===== src/rtl/secuenciador_divisor_if.sv =====
// Bus between the divider sequencer and its surroundings: start/done handshake,
// operands and results, plus the operand/select/result lines of the 32-bit ALU.
interface secuenciador_divisor_if;
  logic        inicio;
  logic [15:0] dividendo;
  logic [15:0] divisor;
  logic [31:0] z;
  logic [15:0] a;
  logic [15:0] b;
  logic [31:0] c;
  logic [15:0] chi;
  logic [3:0]  d;
  logic [2:0]  seleccion_operando;
  logic [2:0]  seleccion_operacion;
  logic        ocupado;
  logic        listo;
  logic [15:0] cociente;
  logic [15:0] residuo;
  logic        div_cero;

  modport master (
    output inicio, dividendo, divisor, z,
    input  a, b, c, chi, d, seleccion_operando, seleccion_operacion,
    input  ocupado, listo, cociente, residuo, div_cero
  );

  modport slave (
    input  inicio, dividendo, divisor, z,
    output a, b, c, chi, d, seleccion_operando, seleccion_operacion,
    output ocupado, listo, cociente, residuo, div_cero
  );
endinterface


===== src/rtl/secuenciador_divisor.sv =====
// Sequencer and working registers for the signed 16/16 restoring divider.
// Divides magnitudes through the external ALU, then applies the signs.
//
// state    | meaning
// IDLE     | waiting for inicio
// ABS_A    | a <= |a| through the ALU when negative
// ABS_B    | b <= |b|; c <= {0, |a|}
// DESPLAZA | shift {remainder, quotient} left by one
// RESTA    | trial subtract chi - b; keep it and set quotient bit on success
// CUENTA   | d <= d + 1; after 16 iterations split c into a (quotient), b (remainder)
// NEG_Q    | cociente <= +/- a
// NEG_R    | residuo <= +/- b
// FIN      | listo pulse
module secuenciador_divisor (
  input  logic                  clk,
  input  logic                  reset,
  secuenciador_divisor_if.slave bus
);

  typedef enum logic [3:0] {
    IDLE, ABS_A, ABS_B, DESPLAZA, RESTA, CUENTA, NEG_Q, NEG_R, FIN
  } estado_t;

  estado_t     estado;
  logic [15:0] a_r;
  logic [15:0] b_r;
  logic [31:0] c_r;
  logic [3:0]  d_r;
  logic        sign_a;
  logic        sign_q;
  logic [2:0]  sel_operando;
  logic [2:0]  sel_operacion;
  logic        ocupado_r;
  logic        listo_r;
  logic [15:0] cociente_r;
  logic [15:0] residuo_r;
  logic        div_cero_r;
  logic        prueba_ok;
  logic        z_unused;

  // A set chi[15] means the shifted remainder already exceeds any 16-bit magnitude divisor.
  assign prueba_ok = c_r[31] | ~bus.z[31];
  assign z_unused  = ^bus.z[30:16];

  // Selects are registered, so they are loaded on the transition into the state that uses them.
  always_ff @(posedge clk or posedge reset) begin
    if (reset) begin
      estado        <= IDLE;
      a_r           <= '0;
      b_r           <= '0;
      c_r           <= '0;
      d_r           <= '0;
      sign_a        <= 1'b0;
      sign_q        <= 1'b0;
      sel_operando  <= '0;
      sel_operacion <= '0;
      ocupado_r     <= 1'b0;
      listo_r       <= 1'b0;
      cociente_r    <= '0;
      residuo_r     <= '0;
      div_cero_r    <= 1'b0;
    end else begin
      sel_operando  <= 3'b000;
      sel_operacion <= 3'b000;
      listo_r       <= 1'b0;
      case (estado)
        IDLE: begin
          if (bus.inicio) begin
            a_r       <= bus.dividendo;
            b_r       <= bus.divisor;
            d_r       <= 4'd0;
            sign_a    <= bus.dividendo[15];
            sign_q    <= bus.dividendo[15] ^ bus.divisor[15];
            ocupado_r <= 1'b1;
            if (bus.divisor == 16'h0000) begin
              cociente_r <= 16'hFFFF;
              residuo_r  <= bus.dividendo;
              div_cero_r <= 1'b1;
              listo_r    <= 1'b1;
              estado     <= FIN;
            end else begin
              div_cero_r <= 1'b0;
              estado     <= ABS_A;
              if (bus.dividendo[15]) begin
                sel_operando  <= 3'b001;
                sel_operacion <= 3'b100;
              end
            end
          end
        end
        ABS_A: begin
          if (a_r[15]) a_r <= bus.z[15:0];
          if (b_r[15]) begin
            sel_operando  <= 3'b010;
            sel_operacion <= 3'b100;
          end
          estado <= ABS_B;
        end
        ABS_B: begin
          if (b_r[15]) b_r <= bus.z[15:0];
          c_r    <= {16'h0000, a_r};
          estado <= DESPLAZA;
        end
        DESPLAZA: begin
          c_r           <= c_r << 1;
          sel_operando  <= 3'b101;
          sel_operacion <= 3'b010;
          estado        <= RESTA;
        end
        RESTA: begin
          if (prueba_ok) begin
            c_r[31:16] <= bus.z[15:0];
            c_r[0]     <= 1'b1;
          end
          sel_operando  <= 3'b110;
          sel_operacion <= 3'b011;
          estado        <= CUENTA;
        end
        CUENTA: begin
          d_r <= bus.z[3:0];
          if (d_r == 4'd15) begin
            a_r    <= c_r[15:0];
            b_r    <= c_r[31:16];
            estado <= NEG_Q;
            if (sign_q) begin
              sel_operando  <= 3'b001;
              sel_operacion <= 3'b100;
            end
          end else begin
            estado <= DESPLAZA;
          end
        end
        NEG_Q: begin
          cociente_r <= sign_q ? bus.z[15:0] : a_r;
          if (sign_a) begin
            sel_operando  <= 3'b010;
            sel_operacion <= 3'b100;
          end
          estado <= NEG_R;
        end
        NEG_R: begin
          residuo_r <= sign_a ? bus.z[15:0] : b_r;
          listo_r   <= 1'b1;
          estado    <= FIN;
        end
        FIN: begin
          ocupado_r <= 1'b0;
          estado    <= IDLE;
        end
        default: estado <= IDLE;
      endcase
    end
  end

  assign bus.a                   = a_r;
  assign bus.b                   = b_r;
  assign bus.c                   = c_r;
  assign bus.chi                 = c_r[31:16];
  assign bus.d                   = d_r;
  assign bus.seleccion_operando  = sel_operando;
  assign bus.seleccion_operacion = sel_operacion;
  assign bus.ocupado             = ocupado_r;
  assign bus.listo               = listo_r;
  assign bus.cociente            = cociente_r;
  assign bus.residuo             = residuo_r;
  assign bus.div_cero            = div_cero_r;

endmodule

===== src/flat_wrapper.sv =====
// flat-port wrapper written by rule: the top's interface ports become plain ports
module secuenciador_divisor_flat 
  (clk, reset, bus_inicio, bus_dividendo, bus_divisor, bus_z, bus_a, bus_b, bus_c, bus_chi, bus_d, bus_seleccion_operando, bus_seleccion_operacion, bus_ocupado, bus_listo, bus_cociente, bus_residuo, bus_div_cero);
  secuenciador_divisor_if bus_i ();
  input  logic clk;
  input  logic reset;
  input wire logic [$bits(bus_i.inicio)-1:0] bus_inicio;
  input wire logic [$bits(bus_i.dividendo)-1:0] bus_dividendo;
  input wire logic [$bits(bus_i.divisor)-1:0] bus_divisor;
  input wire logic [$bits(bus_i.z)-1:0] bus_z;
  output wire logic [$bits(bus_i.a)-1:0] bus_a;
  output wire logic [$bits(bus_i.b)-1:0] bus_b;
  output wire logic [$bits(bus_i.c)-1:0] bus_c;
  output wire logic [$bits(bus_i.chi)-1:0] bus_chi;
  output wire logic [$bits(bus_i.d)-1:0] bus_d;
  output wire logic [$bits(bus_i.seleccion_operando)-1:0] bus_seleccion_operando;
  output wire logic [$bits(bus_i.seleccion_operacion)-1:0] bus_seleccion_operacion;
  output wire logic [$bits(bus_i.ocupado)-1:0] bus_ocupado;
  output wire logic [$bits(bus_i.listo)-1:0] bus_listo;
  output wire logic [$bits(bus_i.cociente)-1:0] bus_cociente;
  output wire logic [$bits(bus_i.residuo)-1:0] bus_residuo;
  output wire logic [$bits(bus_i.div_cero)-1:0] bus_div_cero;
  assign bus_i.inicio = bus_inicio;
  assign bus_i.dividendo = bus_dividendo;
  assign bus_i.divisor = bus_divisor;
  assign bus_i.z = bus_z;
  assign bus_a = bus_i.a;
  assign bus_b = bus_i.b;
  assign bus_c = bus_i.c;
  assign bus_chi = bus_i.chi;
  assign bus_d = bus_i.d;
  assign bus_seleccion_operando = bus_i.seleccion_operando;
  assign bus_seleccion_operacion = bus_i.seleccion_operacion;
  assign bus_ocupado = bus_i.ocupado;
  assign bus_listo = bus_i.listo;
  assign bus_cociente = bus_i.cociente;
  assign bus_residuo = bus_i.residuo;
  assign bus_div_cero = bus_i.div_cero;
  secuenciador_divisor u_core (.clk(clk), .reset(reset), .bus(bus_i));
endmodule

===== config.mk =====
export PLATFORM = sky130hd
export DESIGN_NAME = secuenciador_divisor_flat
export DESIGN_NICKNAME = d
export VERILOG_FILES = /design/src/rtl/secuenciador_divisor_if.sv /design/src/rtl/secuenciador_divisor.sv /design/src/flat_wrapper.sv
export SDC_FILE = /design/constraint.sdc
export NUM_CORES = 1
export LEC_CHECK = 0
export ABC_AREA = 1
export BUFFER_PORTS_ARGS = -buffer_cell sky130_fd_sc_hd__buf_2
export CORE_UTILIZATION = 50
export DETAILED_ROUTE_END_ITERATION = 8
export GPL_TIMING_DRIVEN = 0
export PLACE_DENSITY = 0.82
export SYNTH_ARGS = -nofsm -noshare
export SYNTH_HDL_FRONTEND = slang
export SYNTH_SLANG_ARGS = --single-unit

===== constraint.sdc =====
create_clock -name clk -period 4.55 [get_ports clk]
set_input_delay 0.2275 -clock clk [delete_from_list [all_inputs] [get_ports clk]]
set_output_delay 0.2275 -clock clk [all_outputs]
set_load 0.05 [all_outputs]

# Word level (Yosys, flattened, before mapping)
# Index checks and enable logic that the tools add are counted.
[classes]
eq_ne = 15
muxes = 48
n_bitwise = 3
reduce_logical = 20
[ops]
columns = ["operator", "count"]
rows = [
  ["two-way mux 16 bit", 13],
  ["case mux 16 bit (3 select lines)", 3],
  ["case mux 16 bit (2 select lines)", 2],
  ["case mux 3 bit (6 select lines)", 2],
  ["two-way mux 3 bit", 11],
  ["case mux 4 bit (8 select lines)", 1],
  ["case mux 15 bit (2 select lines)", 1],
  ["equality test 4 x 3 -> 1 bit (second input constant)", 4],
  ["zero test 16 bit", 1],
  ["two-way mux 4 bit", 3],
  ["AND reduction 3 bit", 4],
  ["!= test 2 x 1 -> 1 bit (second input constant)", 5],
  ["nonzero test 2 bit", 5],
  ["nonzero test 3 bit", 3],
  ["equality test 4 x 2 -> 1 bit (second input constant)", 2],
  ["equality test 4 bit (second input constant)", 2],
  ["case mux 4 bit (2 select lines)", 1],
  ["AND reduction 2 bit", 4],
  ["AND reduction 4 bit", 2],
  ["two-way mux 1 bit", 6],
  ["equality test 4 x 1 -> 1 bit (second input constant)", 1],
  ["zero test 4 bit", 1],
  ["two-way mux 2 bit", 2],
  ["case mux 1 bit (2 select lines)", 2],
  ["5 further kinds", 5],
]
[totals]
ff_bits = 115
inputBits = 67
output_inout_bits = 125
elab_cells = 103

# Logic depth before layout (Yosys ltp)
# Gate-level depths: netlist of run 1.
[depth]
depth_word = 4
ltp_mapped = 11
ltp_nobuf = 9

# Worst setup path after synthesis of run 1
# Ideal clock, no wire load.
[synth_timing]
path_kind = "flip-flop to flip-flop"
startpoint = "reg u_core.a_r[15] (netlist: u_core.bus.a[15])"
endpoint = "reg u_core.a_r[1] (netlist: u_core.bus.a[1])"
setup_ns = 0.076
t_arrival_ns = 1.613
required_ns = 4.474
setup_slack_ns = 2.861
stages_incl_launch_ff = 10
path_buffers = 3
period_less_slack_ns = 1.689
cell_sequence = "dfrtp_1 > clkbuf_1 > inv_1 > nand2_1 > nand2_1 > nor2_2 > buf_4 > buf_6 > nand2_1 > o21ai_1"
[synth_between]
elab_chain_len = 2
[synth_rtl]
columns = ["element", "line", "source"]
rows = [
  ["start, declared", "secuenciador_divisor.sv:25", "logic [15:0] a_r;"],
  ["start signal, assigned", "secuenciador_divisor.sv:69", "a_r <= bus.dividendo;"],
  ["start signal, assigned", "secuenciador_divisor.sv:92", "if (a_r[15]) a_r <= bus.z[15:0];"],
  ["start signal, assigned", "secuenciador_divisor.sv:122", "a_r <= c_r[15:0];"],
  ["!= test 2 x 1 -> 1 bit (no line)", "--", ""],
  ["AND reduction 4 bit (no line)", "--", ""],
]
# Every way passes these cells.
# A chain may end at the register's enable or synchronous reset.

# Final worst setup path of run 1
[layout_timing]
startpoint = "reg u_core.estado[1]"
endpoint = "reg u_core.sel_operacion[2] (netlist: u_core.bus.seleccion_operacion[2])"
[layout_between]
elab_chain_len = 2
elab_cells_between_ends = 7
classes_between = "eq/ne (5); mux (1); reduce/logical (1)"
[layout_rtl]
columns = ["element", "line", "source"]
rows = [
  ["start, declared", "secuenciador_divisor.sv:24", "estado_t estado;"],
  ["start signal, assigned", "secuenciador_divisor.sv:48", "estado <= IDLE;"],
  ["start signal, assigned", "secuenciador_divisor.sv:80", "estado <= FIN;"],
  ["start signal, assigned", "secuenciador_divisor.sv:83", "estado <= ABS_A;"],
  ["equality test 4 x 3 -> 1 bit, or another cell as far along", "secuenciador_divisor.sv:66", "case (estado)"],
  ["case mux 3 bit (6 select lines) *", "secuenciador_divisor.sv:66", ""],
  ["end signal, assigned", "secuenciador_divisor.sv:64", "sel_operacion <= 3'b000;"],
  ["end signal, assigned", "secuenciador_divisor.sv:86", "sel_operacion <= 3'b100;"],
  ["end signal, assigned", "secuenciador_divisor.sv:95", "sel_operacion <= 3'b100;"],
  ["end, declared", "secuenciador_divisor.sv:32", "logic [2:0] sel_operacion;"],
]
# Every way passes the cells marked *; elsewhere a longest branch is shown, timed or not.

==> flow_summary.yaml, run 1 <==
setup_path:
  cpMostUsedCell: "inv_1"
  crit_required_ns: 4.90
  arrival_ns: 2.30
  cp_max_fo: 10
  worstSetupStartpoint: "u_core.estado[1]"
  critPathMaxStageDelay_ns: 0.49
  cp_slowest_cell: "dfrtp_1"
  crit_chain: "inv_2 -> nand2_4 -> nor2_4 -> clkbuf_1 -> inv_1 -> o22ai_1 -> inv_1 -> nand3_1"
  worstSetupPathType: "flip-flop to flip-flop"
  rrSetupSlack_ns: 2.60
  cp-end-kind: "flip-flop"
  timing.rr.start: "u_core.estado[1]"
  cp-start-kind: "flip-flop"
  r2r_cells: 8
  crit_path_end: "u_core.bus.seleccion_operacion[2]"
  r2r_end: "u_core.bus.seleccion_operacion[2]"
timing:
  relSlewSlack: 0.643
  fin_ws_ns: 2.60
  timing.final.crit_period_ns: 1.95
  whs_ns: 0.117
  post-route-period-util: 0.428
  max_freq_ghz: 0.513
  setup_viol: 0
  tns_ns: 0
  hold_viol_final: 0
  slew_violations: 0
  clock_skew_ns: 0.00587
  worstMarginPinSlew_ns: 0.535
  rsz0062_at_grt: "no"
yosys:
  ys_seq_elements: 114
  syn_inst: 934
  synth_warnings: 0
  synth.most_common_cell: "nand2_1"
  synthFlopType: "dfrtp_1"
  synth_area_um2: 6550
  postSynthAreaPerCell_um2: 7.01
  yosysSeqAreaShare: 0.435
  yosys-top-cells-area: "dfrtp_1, nand2_1, o21ai_0"
  synth_common_cells: "nand2_1, dfrtp_1, inv_1"
  synth_cell_type_count: 29
  async_flop_share: 1.00
  synth_nets: 1001
  yosys.area.top_type: "dfrtp_1"
  synth_top_area_frac: 0.435
  synth-edff-count: 0
clocking:
  cts-htree-levels: 4
  cts.path.max_buffers: 2
  cts_resized: 0
  clk-insertion-delay-late_ns: 0.43
  cts_tree: "yes"
  postCtsSetupBuffers: 0
  cts.sinks: 114
  cts-root-buf: "clkbuf_16"
  clk_pin_slew_ns: 0.06
  ctsHoldBuffers: 1
  numCtsBuffers: 17
cells_and_area:
  drive_gt1_frac: 0.241
  antenna_cells: 0
  final_area_um2: 8320
  final_nets: 1199
  fin_util: 0.654
  final_cell_count_no_fill: 1317
  syn2layout_area_growth_pct: 27.0
place:
  gp_congestion: 0.951
  dp_hpwl_mm: 17.1
  dp_cells: 1284
  numPortBuffers: 176
  placed_area_um2: 7690
  post-place-ws_ns: 2.71
global_route:
  grt_antenna_before_repair: 0
  grtUsageTotal: 0.349
  grt.overflow.total: 0
  grt_start_max_net_pins: 41
  grt_pass1_vias: 6298
  grt_first_pass_wirelength_mm: 34.2
power:
  p_leak_nw: 4.68
  p_comb_frac: 0.586
  ir_drop_mv: 0.501
  p_seq_frac: 0.236
  internal_power_mw: 3.57
  clkPwrFrac: 0.178
  p_total_mw: 7.97
  powerDensity_nw_per_um2: 958
  power.switching_mw: 4.40
  p_sw_frac: 0.552
die:
  row_count: 41
  dieWidth_um: 116
  die_h_um: 116
  initial_utilization: 0.515
  die_area_um2: 13600
  ios: 192
  core_um2: 12700
flow_run:
  drv_cap: 0
drt:
  vias_per_cell: 5.37
  wl_mm: 22.7
  vias: 7071
  postRouteAntennaNets: 0
  wl_per_cell_um: 17.3
  drt_pass1_iterations: 6
  remaining_drc_errors: 0
  drtIter0Drc: 868
min_path:
  hold_class: "input pin to flip-flop"
outcome:
  outcome: "finished, final reports clean"
## cell usage in the layout, fill, tap and decap left out
master	count
o221ai_1	1
nand2_2	9
nand3_1	77
buf_6	3
a21oi_1	22
inv_4	1
inv_2	6
clkbuf_8	2
dfrtp_1	114
dlygate4sd3_1	1
nor2_2	3
o21ai_0	88
o21ai_1	12
o21bai_1	15
buf_12	2
clkbuf_2	1
nand4_1	1
clkinv_4	1
o211ai_1	11
clkbuf_16	17
buf_4	20
inv_1	95
nand3_4	1
a211oi_1	1
buf_2	192
bufinv_16	4
nor2_8	1
xor2_1	1
nor2_4	7
buf_1	2
nand2_4	1
nand2_1	374
nor2_1	20
a21o_1	1
clkinvlp_4	1
clkinv_2	4
clkbuf_1	27
o22ai_1	6
## worst min path at each step
stage / from / slack (ns) / cells after the start / endpoint
after detailed placement: reset / 0.27 / 2 / u_core.bus.cociente[11]
after global routing: bus_dividendo[15] / 0.14 / 3 / u_core.sign_a
after CTS: bus_divisor[8] / 0.12 / 5 / u_core.bus.b[8]
final: bus_divisor[8] / 0.12 / 5 / u_core.bus.b[8]
after floorplan: bus_dividendo[15] / 0.35 / 2 / u_core.sign_a
after global placement: u_core.bus.div_cero / 0.47 / 2 / u_core.bus.div_cero
## worst max-delay path: cells and delay by family (launching register included)
family          cells  cell delay, ns
buf+inv             4            0.81
flops               1            0.49
simple gates        3            0.43
compound gates      1            0.13
## power by group through the flow
stage	clock (mW)	combinational [mW]	sequential, mW
after floorplan	0	2.02	3.31
after global placement	0	4.55	1.87
after detailed placement	0	4.61	1.88
after CTS	1.41	4.65	1.87
after global routing	1.47	5.06	1.93
final	1.42	4.67	1.88
## final cells by class
type	count	area (µm²)
inverter	102	385
buffer	66	367
clock inverter	10	156
multi-input combinational	652	2950
timing repair buffer	179	931
clock buffer	22	464
fill	1163	4400
sequential	114	2850
tap	172	215
## layer usage
layer / up-vias / track usage / wire length [µm]
met5: - / 0 / 0
met2: 389 / 0.519 / 9880
met1: 3284 / 0.482 / 9620
li1: 3332 / - / -
met4: 0 / 0.145 / 877
met3: 66 / 0.0898 / 2370
## kinds of logic after synthesis
group	count (synthesis)	synth area share
simple gates	494	0.316
buf+inv	168	0.114
compound gates	157	0.132
flops	114	0.435
xor+xnor	1	0.00134
## state kept, by name (all words and copies together), names as in the netlist, 3 cells and up
name,count
u_core.bus.cociente,16
u_core.bus.residuo,16
u_core.estado,4
u_core.bus.d,4
u_core.bus.seleccion_operacion,3
u_core.bus.a,16
u_core.bus.b,16
u_core.bus.c,32
Note: power is estimated with default switching activity, not from simulation.
==> run 2: changes to the inputs <==
--- a/config.mk
+++ b/config.mk
@@ -5,7 +5,7 @@
 export SDC_FILE = /design/constraint.sdc
 export NUM_CORES = 1
 export LEC_CHECK = 0
-export ABC_AREA = 1
+export ABC_AREA = 0
 export BUFFER_PORTS_ARGS = -buffer_cell sky130_fd_sc_hd__buf_2
 export CORE_UTILIZATION = 50
 export DETAILED_ROUTE_END_ITERATION = 8
==> constraint.sdc (replaced) <==
create_clock -name clk -period 1.9 [get_ports clk]
set_input_delay 0.095 -clock clk [delete_from_list [all_inputs] [get_ports clk]]
set_output_delay 0.095 -clock clk [all_outputs]
set_load 0.05 [all_outputs]
==> run 2 against run 1 <==
  * The flow now finishes with violations (setup timing)
  * First-iteration DRC count up 13%
  * Via count down 11%
  * Clock skew up 0.0013 ns
  * Register-to-register slack worse by 2.6 ns
  * Cell count down 24%
  * Non-clock buffer count up 37
  * Flip-flop and latch count unchanged
  * Wire length down 5.9%
  * Area after synthesis down 6.6%
  * Critical path depth down 2
  * Die area down 6.5%
  * Setup slack worse by 2.6 ns
==> flow_summary.yaml, run 2 <==
setup_path:
  r2r_end: "u_core.bus.c[22]"
  timing.rr.start: "u_core.estado[2]"
  r2r_cells: 6
  crit_path_end: "u_core.bus.c[22]"
  worstSetupPathType: "flip-flop to flip-flop"
  rrSetupSlack_ns: -0.02
  cp-end-kind: "flip-flop"
  cp_max_fo: 10
  cp-start-kind: "flip-flop"
  arrival_ns: 2.25
  crit_required_ns: 2.23
  worstSetupStartpoint: "u_core.estado[2]"
yosys:
  yosys-top-cells-area: "dfrtp_1, mux2i_1, a22oi_1"
  syn_inst: 599
  synthFlopType: "dfrtp_1"
  synth_common_cells: "dfrtp_1, nand2_1, mux2i_1"
  synth_cell_type_count: 51
  synth.most_common_cell: "dfrtp_1"
  synth-edff-count: 0
  synth_top_area_frac: 0.466
  postSynthAreaPerCell_um2: 10.2
  ys_seq_elements: 114
  synth_area_um2: 6120
  yosys.area.top_type: "dfrtp_1"
  yosysSeqAreaShare: 0.466
  async_flop_share: 1.00
  synth_warnings: 0
  synth_nets: 666
die:
  core_um2: 12000
  ios: 192
  dieWidth_um: 113
  die_area_um2: 12700
  row_count: 40
  initial_utilization: 0.512
  die_h_um: 113
clocking:
  numCtsBuffers: 17
  cts.path.max_buffers: 2
  cts.sinks: 114
  cts_tree: "yes"
  cts-htree-levels: 4
  clk_pin_slew_ns: 0.05
  clk-insertion-delay-late_ns: 0.42
  cts-root-buf: "clkbuf_16"
place:
  numPortBuffers: 176
  placed_area_um2: 7230
  dp_hpwl_mm: 14.5
  gp_congestion: 0.924
  dp_cells: 924
timing:
  worstMarginPinSlew_ns: 0.892
  fin_ws_ns: -0.0177
  post-route-period-util: 1.01
  hold_viol_final: 0
  setup_viol: 1
  rsz0062_at_grt: "yes"
  slew_violations: 0
  clock_skew_ns: 0.00714
  relSlewSlack: 0.404
  max_freq_ghz: 0.521
  timing.final.crit_period_ns: 1.92
global_route:
  grt_start_max_net_pins: 41
  grt_pass1_vias: 5910
  grt_first_pass_wirelength_mm: 31.7
  grtUsageTotal: 0.331
  grt_antenna_before_repair: 1
  grt.overflow.total: 0
cells_and_area:
  largest_register_ffs: 32
  syn2layout_area_growth_pct: 36.3
  drive_gt1_frac: 0.381
  antenna_cells: 0
  final_area_um2: 8340
  layout_common_cells: "buf_2, dfrtp_1, nand2_1"
  fillers: 844
  final_common_cell: "buf_2"
  final_nets: 904
  final_cell_count_no_fill: 997
  top_register: "u_core.bus.c"
flow_run:
  drv_cap: 0
min_path:
  hold_class: "input pin to flip-flop"
drt:
  wl_per_cell_um: 21.5
  remaining_drc_errors: 0
  wl_mm: 21.4
  vias: 6260
  drt_pass1_iterations: 8
  vias_per_cell: 6.28
  postRouteAntennaNets: 0
  drtIter0Drc: 977
outcome:
  violations: "setup timing"
  outcome: "finished, violations left"
-- run 2: cell count changes after synthesis, sizes merged, moves of 13 or more --
cell and change:
mux2 +15, mux2i +62, clkbuf -13, o21bai -14, inv -66, a222oi +15
nand2 -318, nand3 -76, o21ai -59, a22oi +48, a32oi +16, nand2b +21
-- run 2: worst min-delay path by stage --
stage,startpoint,cells after the start,endpoint
2_1_floorplan,bus_z[0],2,u_core.bus.d[0]
3_3_place_gp,bus_dividendo[13],2,u_core.bus.residuo[13]
3_5_place_dp,reset,2,u_core.bus.a[2]
4_1_cts,bus_z[3],3,u_core.bus.d[3]
5_1_grt,bus_divisor[1],3,u_core.bus.b[1]
6_report,bus_dividendo[15],3,u_core.sign_a
-- run 2: worst max-delay path: stages (launching register included) --
cell     delay, ns
dfrtp_2       0.51
nor3b_4       0.34
and2_0        0.17
buf_2         0.20
buf_2         0.27
a22oi_1       0.14
o21ai_1       0.20
-- run 2: metal layers --
| layer | routed length [µm] | up-vias | global-route usage |
|---|---|---|---|
| met5 | 0 | - | 0 |
| met4 | 1140 | 0 | 0.165 |
| met3 | 2220 | 118 | 0.100 |
| met2 | 10100 | 494 | 0.524 |
| met1 | 7940 | 3027 | 0.413 |
| li1 | - | 2621 | - |
-- run 2: cell type report --
class	instances	area, µm²	share of cell area
flip-flops and latches	114	2860	0.342
multi-input cells	386	2780	0.334
repair buffers	220	1310	0.157
clock buffers	23	488	0.0585
plain buffers	62	453	0.0543
well taps	147	184	0.0220
inverters	36	139	0.0166
clock inverters	9	128	0.0153
-- run 2: logic make-up after synthesis --
kind of cell,count (synthesis),synth area share
compound gates,155,0.186
buf+inv,99,0.0875
xor+xnor,1,0.00143
flops,114,0.466
simple gates,153,0.124
mux,77,0.135
-- run 2: stage by stage --
step	util	setup TNS, ns	setup WS, ns	hold slack (ns)
2_1_floorplan	-	0	0.154	0.212
3_3_place_gp	0.601	-32.09	-0.267	0.351
3_5_place_dp	0.604	-2.99	-0.189	0.309
4_1_cts	0.683	0	0.0101	0.00529
5_1_grt	0.697	-0.371	-0.0801	0.0207
6_report	0.697	-0.0177	-0.0177	0.0143
-- run 2: repair_timing --
| item | 4_1_cts | 5_1_grt |
|---|---|---|
| endpoints found under the hold margin | 59 | 0 |
| endpoints found under the setup margin | 36 | 60 |
| hold buffers | 25 | 0 |
| setup buffers | 6 | 11 |
| pin swaps | 3 | 5 |
| gates resized for setup | 10 | 31 |
Power of run 2 is left out: the tool's default activity adds up to more than one toggle a clock period on the data nets, which glitch-free logic cannot reach.
